File: src/rtl/prog_mem_loader.sv
`default_nettype none
// ============================================================================
// Module   : prog_mem_loader
// Purpose  : Parses load frames from a byte stream and writes them into the
//            32x8 program/data memory of the accumulator core. The core reads
//            the memory through a combinational read port. The core is held
//            until a frame has loaded successfully, and during every load.
//
//            Frame layout: SYNC_BYTE, ADDR, LEN, LEN data bytes [, CSUM]
//            CSUM is the XOR of ADDR, LEN and all data bytes.
//
// Build option:
//   PROG_MEM_LOADER_CHECKSUM_EN  defined   -> a trailing CSUM byte is expected
//                                            and checked.
//                                undefined -> no CSUM byte. A frame completes
//                                            on its last data byte.
//
// Ports:
//   clk        in   clock, rising edge
//   rst_n      in   asynchronous reset, active HIGH (legacy name)
//   in_data    in   [7:0]     frame byte
//   in_valid   in   in_data valid this cycle (no backpressure)
//   rd_addr    in   [AW-1:0]  core read address
//   rd_data    out  [7:0]     mem[rd_addr], combinational
//   cpu_hold   out  core must stall while high
//   load_done  out  one-cycle pulse after a successful frame
//   err_code   out  [1:0]     sticky: 00 none, 01 bad length, 10 bad checksum
//   busy       out  FSM not in IDLE
//
// Revision : 1.0  initial release
// ============================================================================
module prog_mem_loader #(
    parameter int          DEPTH     = 32,
    parameter int          AW        = 5,
    parameter logic [7:0]  SYNC_BYTE = 8'hA5
) (
    input  logic          clk,
    input  logic          rst_n,
    input  logic [7:0]    in_data,
    input  logic          in_valid,
    input  logic [AW-1:0] rd_addr,
    output logic [7:0]    rd_data,
    output logic          cpu_hold,
    output logic          load_done,
    output logic [1:0]    err_code,
    output logic          busy
);

    typedef enum logic [2:0] {
        S_IDLE = 3'd0,
        S_ADDR = 3'd1,
        S_LEN  = 3'd2,
        S_DATA = 3'd3,
        S_CSUM = 3'd4
    } state_t;

    localparam logic [1:0] C_ERR_NONE = 2'b00;
    localparam logic [1:0] C_ERR_LEN  = 2'b01;
`ifdef PROG_MEM_LOADER_CHECKSUM_EN
    localparam logic [1:0] C_ERR_CSUM = 2'b10;
`endif
    // LEN is compared on 9 bits so that LEN==DEPTH is representable.
    localparam logic [8:0] C_DEPTH9   = 9'(DEPTH);

    state_t        state_q, state_d;
    logic [AW-1:0] ptr_q, ptr_d;
    logic [AW:0]   cnt_q, cnt_d;          // holds 1..DEPTH
    logic          load_ok_q, load_ok_d;
    logic [1:0]    err_q, err_d;
    logic          load_done_q, load_done_d;
`ifdef PROG_MEM_LOADER_CHECKSUM_EN
    logic [7:0]    csum_q, csum_d;
`endif

    logic          wr_en;
    logic [AW-1:0] wr_addr;
    logic [7:0]    wr_data;

    logic [7:0]    mem_q [DEPTH];

    // ------------------------------------------------------------------
    // Next-state and write-port logic. Nothing moves without in_valid.
    // ------------------------------------------------------------------
    always_comb begin
        state_d     = state_q;
        ptr_d       = ptr_q;
        cnt_d       = cnt_q;
        load_ok_d   = load_ok_q;
        err_d       = err_q;
        load_done_d = 1'b0;
`ifdef PROG_MEM_LOADER_CHECKSUM_EN
        csum_d      = csum_q;
`endif
        wr_en       = 1'b0;
        wr_addr     = ptr_q;
        wr_data     = in_data;

        if (in_valid) begin
            case (state_q)
                S_IDLE: begin
                    if (in_data == SYNC_BYTE) begin
                        state_d   = S_ADDR;
                        err_d     = C_ERR_NONE;
                        load_ok_d = 1'b0;
`ifdef PROG_MEM_LOADER_CHECKSUM_EN
                        csum_d    = 8'h00;
`endif
                    end
                end
                S_ADDR: begin
                    ptr_d   = in_data[AW-1:0];
`ifdef PROG_MEM_LOADER_CHECKSUM_EN
                    csum_d  = csum_q ^ in_data;
`endif
                    state_d = S_LEN;
                end
                S_LEN: begin
                    if ((in_data == 8'h00) || ({1'b0, in_data} > C_DEPTH9)) begin
                        state_d = S_IDLE;
                        err_d   = C_ERR_LEN;
                    end else begin
                        cnt_d   = in_data[AW:0];
`ifdef PROG_MEM_LOADER_CHECKSUM_EN
                        csum_d  = csum_q ^ in_data;
`endif
                        state_d = S_DATA;
                    end
                end
                S_DATA: begin
                    wr_en   = 1'b1;
                    // DEPTH is a power of two, so the AW-bit add wraps.
                    ptr_d   = ptr_q + AW'(1);
                    cnt_d   = cnt_q - (AW+1)'(1);
`ifdef PROG_MEM_LOADER_CHECKSUM_EN
                    csum_d  = csum_q ^ in_data;
                    if (cnt_q == (AW+1)'(1)) begin
                        state_d = S_CSUM;
                    end
`else
                    if (cnt_q == (AW+1)'(1)) begin
                        state_d     = S_IDLE;
                        load_ok_d   = 1'b1;
                        load_done_d = 1'b1;
                    end
`endif
                end
`ifdef PROG_MEM_LOADER_CHECKSUM_EN
                S_CSUM: begin
                    state_d = S_IDLE;
                    // Data already written stays in memory on a mismatch.
                    if (in_data == csum_q) begin
                        load_ok_d   = 1'b1;
                        load_done_d = 1'b1;
                    end else begin
                        err_d = C_ERR_CSUM;
                    end
                end
`endif
                default: begin
                    state_d = S_IDLE;
                end
            endcase
        end
    end

    // ------------------------------------------------------------------
    // Control registers
    // ------------------------------------------------------------------
    always_ff @(posedge clk or posedge rst_n) begin
        if (rst_n) begin
            state_q     <= S_IDLE;
            ptr_q       <= '0;
            cnt_q       <= '0;
            load_ok_q   <= 1'b0;
            err_q       <= C_ERR_NONE;
            load_done_q <= 1'b0;
`ifdef PROG_MEM_LOADER_CHECKSUM_EN
            csum_q      <= 8'h00;
`endif
        end else begin
            state_q     <= state_d;
            ptr_q       <= ptr_d;
            cnt_q       <= cnt_d;
            load_ok_q   <= load_ok_d;
            err_q       <= err_d;
            load_done_q <= load_done_d;
`ifdef PROG_MEM_LOADER_CHECKSUM_EN
            csum_q      <= csum_d;
`endif
        end
    end

    // ------------------------------------------------------------------
    // Memory array: not reset. A read of the address being written this
    // cycle returns the old contents.
    // ------------------------------------------------------------------
    always_ff @(posedge clk) begin
        if (wr_en) begin
            mem_q[wr_addr] <= wr_data;
        end
    end

    assign rd_data   = mem_q[rd_addr];

    // All of these come from registered state only.
    assign busy      = (state_q != S_IDLE);
    assign cpu_hold  = busy | ~load_ok_q;
    assign load_done = load_done_q;
    assign err_code  = err_q;

endmodule
`default_nettype wire

File: config.mk
export PLATFORM = sky130hd
export DESIGN_NAME = prog_mem_loader
export DESIGN_NICKNAME = d
export VERILOG_FILES = /design/src/rtl/prog_mem_loader.sv
export SDC_FILE = /design/constraint.sdc
export NUM_CORES = 1
export LEC_CHECK = 0
export CORE_ASPECT_RATIO = 1.4
export CORE_MARGIN = 5
export CORE_UTILIZATION = 50
export DETAILED_ROUTE_END_ITERATION = 10
export MAX_ROUTING_LAYER = met4
export PLACE_DENSITY = 0.67
export SYNTH_ARGS = -nofsm -noshare
export SYNTH_HDL_FRONTEND = slang
export SYNTH_SLANG_ARGS = --single-unit
File: constraint.sdc
create_clock -name clk -period 3.8 [get_ports clk]
set_input_delay 0.76 -clock clk [delete_from_list [all_inputs] [get_ports clk]]
set_output_delay 0.76 -clock clk [all_outputs]
set_load 0.005 [all_outputs]
==> impl_metrics.json <==
{
  "status": "complete, no violations",
  "area_growth_pct": 15.3,
  "dieArea_mm2": 0.0249,
  "r2r_cells": 3,
  "die_y_um": 185,
  "worst-r2r-setup-slack_ns": 1.43,
  "cp.buffers_inverters": 3,
  "syn_area_mm2": 0.0109,
  "crit_path_start_kind": "primary input",
  "mappedNetlistNets": 557,
  "ys_seq_area_share_pct": 74.1,
  "path_cells": "buf_6, buf_12, mux4_2, mux4_2, mux2_4, clkdlybuf4s50_1",
  "cts_resized": 0,
  "grt_first_pass_wirelength_um": 35900,
  "grt_pass1_vias": 5669,
  "ys_types": 38,
  "pre_cts_ws_ns": 0.0166,
  "ys.flop_type": "edfxtp_1",
  "yosys.area_share.simple_pct": 3.68,
  "place_congestion": 0.797,
  "synth_enable_flop_cells": 256,
  "core_mm2": 0.0217,
  "p_leak_nw": 4.08,
  "worstSkewPairLatency_ns": 0.51,
  "grt-ovfl-total": 0,
  "layout.nets": 627,
  "powerDensity_mw_per_mm2": 523,
  "slew_headroom_pct": 41.4,
  "cp-end-kind": "output port",
  "clk_pin_slew_worst_paths_ns": 0.07,
  "period_share_pct": 97.7,
  "synthAdderAreaFrac_pct": 0.688,
  "dr.first_iter.drc_count": 451,
  "drv_slew": 0,
  "cts_sinks": 272,
  "die_w_um": 135,
  "ctsHtreeMaxLevel": 1,
  "ios": 29,
  "hold_ws_ns": 0.538,
  "cts_tree": "done",
  "hold_buffers": 0,
  "synth_most_common_cell": "edfxtp_1",
  "pwr-share-clk_pct": 35.8,
  "internal_power_mw": 5.02,
  "grt_usage_pct": 19.8,
  "instances_no_fill": 920,
  "cts_root_buffer": "clkbuf_16",
  "critPathTopFamily": "multiplexers",
  "ir_drop_v": 0.000474,
  "cp_slowest_cell": "mux4_2",
  "synth_commonest_cells": "edfxtp_1 (256), mux4_2 (80), nor2_1 (45)",
  "wirelength_um": 23000,
  "crit_path_max_incr_delay_ns": 0.55,
  "cp.depth": 6,
  "worstSetupStartpoint": "rd_addr[1]",
  "comb_power_share_pct": 11.2,
  "synthesis.instances": 535,
  "fin_skew_ns": 0.00919,
  "r2r_start": "state_q[1]$_DFFE_PP0P_",
  "crit_fanout": 21,
  "finalSetupViolCount": 0,
  "hold_path.class": "reg -> reg",
  "fin_util_pct": 58.0,
  "antenna_found_initial": 0,
  "fin_ws_ns": 0.0890,
  "synth_top_area_share_pct": 70.4,
  "initial_core_util_pct": 50.3,
  "diodes": 0,
  "viasPerCell": 5.84,
  "p_switching_mw": 1.56,
  "finalHoldViolations": 0,
  "layout-drive-gt1-share_pct": 27.0,
  "cap_violations": 0,
  "cp-endpoint": "rd_data[5]",
  "max_freq_mhz": 269,
  "synth_mux_area_share_pct": 17.6,
  "tns_ns": 0,
  "r2r_end": "mem_q[1][6]$_DFFE_PP_",
  "synthTopCellsByArea": "edfxtp_1 (70%), mux4_2 (17%), dfrtp_1 (3.7%)",
  "wl_per_cell_um": 25.0,
  "worst_pin_slew_ns": 0.876,
  "yosys_warnings": 0,
  "rsz0062_at_grt": "false",
  "final_area_mm2": 0.0126,
  "required_ns": 3.04,
  "drt-pass1-iter-count": 5,
  "synth_xor_area_share_pct": 0,
  "switching_share_pct": 23.7,
  "arrival_ns": 2.95,
  "portBuffers": 27,
  "hpwl_um": 15600,
  "drc_errors": 0,
  "yosysTopAreaCell": "edfxtp_1",
  "total_power_mw": 6.58,
  "synth_compound_area_share_pct": 2.27,
  "rows": 64,
  "synth_top_family_by_area": "multiplexers",
  "synthArstFlopShare_pct": 5.88,
  "vias": 5370,
  "dp_cells": 875,
  "drtAntennaViolNets": 0,
  "pwr-share-seq_pct": 53.0,
  "postCtsSetupBuffers": 0,
  "dpl_cell_area_mm2": 0.0118,
  "crit_type": "in -> out",
  "numCtsBuffers": 25,
  "period_needed_ns": 3.71,
  "ys_ff_latch": 272,
  "grt_start_max_net_pins": 37,
  "avgSynthCellArea_um2": 20.4,
  "worst_path_most_repeated_cell": "mux4_2",
  "clockBufferDepth": 3
}
how the worst min path moves through the flow:
stage / from / end / slack, ns / cells past startpoint
global placement: cnt_q[4]$_DFFE_PP0P_ / cnt_q[4]$_DFFE_PP0P_ / 0.49 / 2
floorplan: cnt_q[4]$_DFFE_PP0P_ / cnt_q[4]$_DFFE_PP0P_ / 0.47 / 2
global route: cnt_q[4]$_DFFE_PP0P_ / cnt_q[4]$_DFFE_PP0P_ / 0.57 / 2
finish: load_ok_q$_DFFE_PP0P_ / load_ok_q$_DFFE_PP0P_ / 0.54 / 2
detailed placement: cnt_q[4]$_DFFE_PP0P_ / cnt_q[4]$_DFFE_PP0P_ / 0.52 / 2
CTS: load_ok_q$_DFFE_PP0P_ / load_ok_q$_DFFE_PP0P_ / 0.54 / 2
tightest hold or removal path, delay by kind of cell, from the launching register on:
kind             cells  cell delay (ns)
AND/OR/NAND/NOR      1             0.06
flip-flops           1             0.37
AO/OA/AOI/OAI        1             0.07
power groups by stage:
stage                     Sequential [mW]  Clock [mW]  Combinational (mW)
after detailed placement             3.55           0               0.735
after global routing                 3.50        2.53               0.809
after CTS                            3.48        2.40               0.740
final                                3.49        2.36               0.737
after floorplan                      3.49           0               0.498
after global placement               3.54           0               0.706
layer usage:
layer,wire length (um),track usage [%],vias up
li1,-,-,2338
met1,9640,26.8,2832
met2,12000,33.2,168
met3,1070,2.34,32
met4,368,4.16,0
met5,0,-,-
cells by family after synthesis:
group | Yosys count
buf+inv | 39
mux | 91
flops | 272
other cells | 1
fa+ha+maj | 6
simple gates | 87
compound gates | 39
registers in the layout, indices dropped and copies added (netlist names):
| name | flops |
|---|---|
| load_done | 1 |
| mem_q | 256 |
| cnt_q | 6 |
| ptr_q | 5 |
| err_code | 1 |
| load_ok_q | 1 |
| state_q | 2 |
cell type report:
| class | instances | area (um2) |
|---|---|---|
| Clock buffer | 27 | 633 |
| Clock inverter | 18 | 126 |
| Inverter | 11 | 41.3 |
| Multi-Input combinational cell | 224 | 2650 |
| Fill cell | 1585 | 9110 |
| Sequential cell | 272 | 8090 |
| Tap cell | 297 | 372 |
| Timing Repair Buffer | 71 | 672 |
cells in the final DEF, fill, tap and decap left out, types with 7 or more instances in the layout:
master and instances:
clkdlybuf4s50_1 25, buf_4 38, nand2_1 16, inv_1 11, nor2_1 45, mux4_2 80
dfrtp_1 16, clkinv_1 11, a21oi_1 8, mux2_2 7, clkbuf_16 25, edfxtp_1 256
o21ai_0 9
No activity file was read; power rests on OpenSTA's default activity.
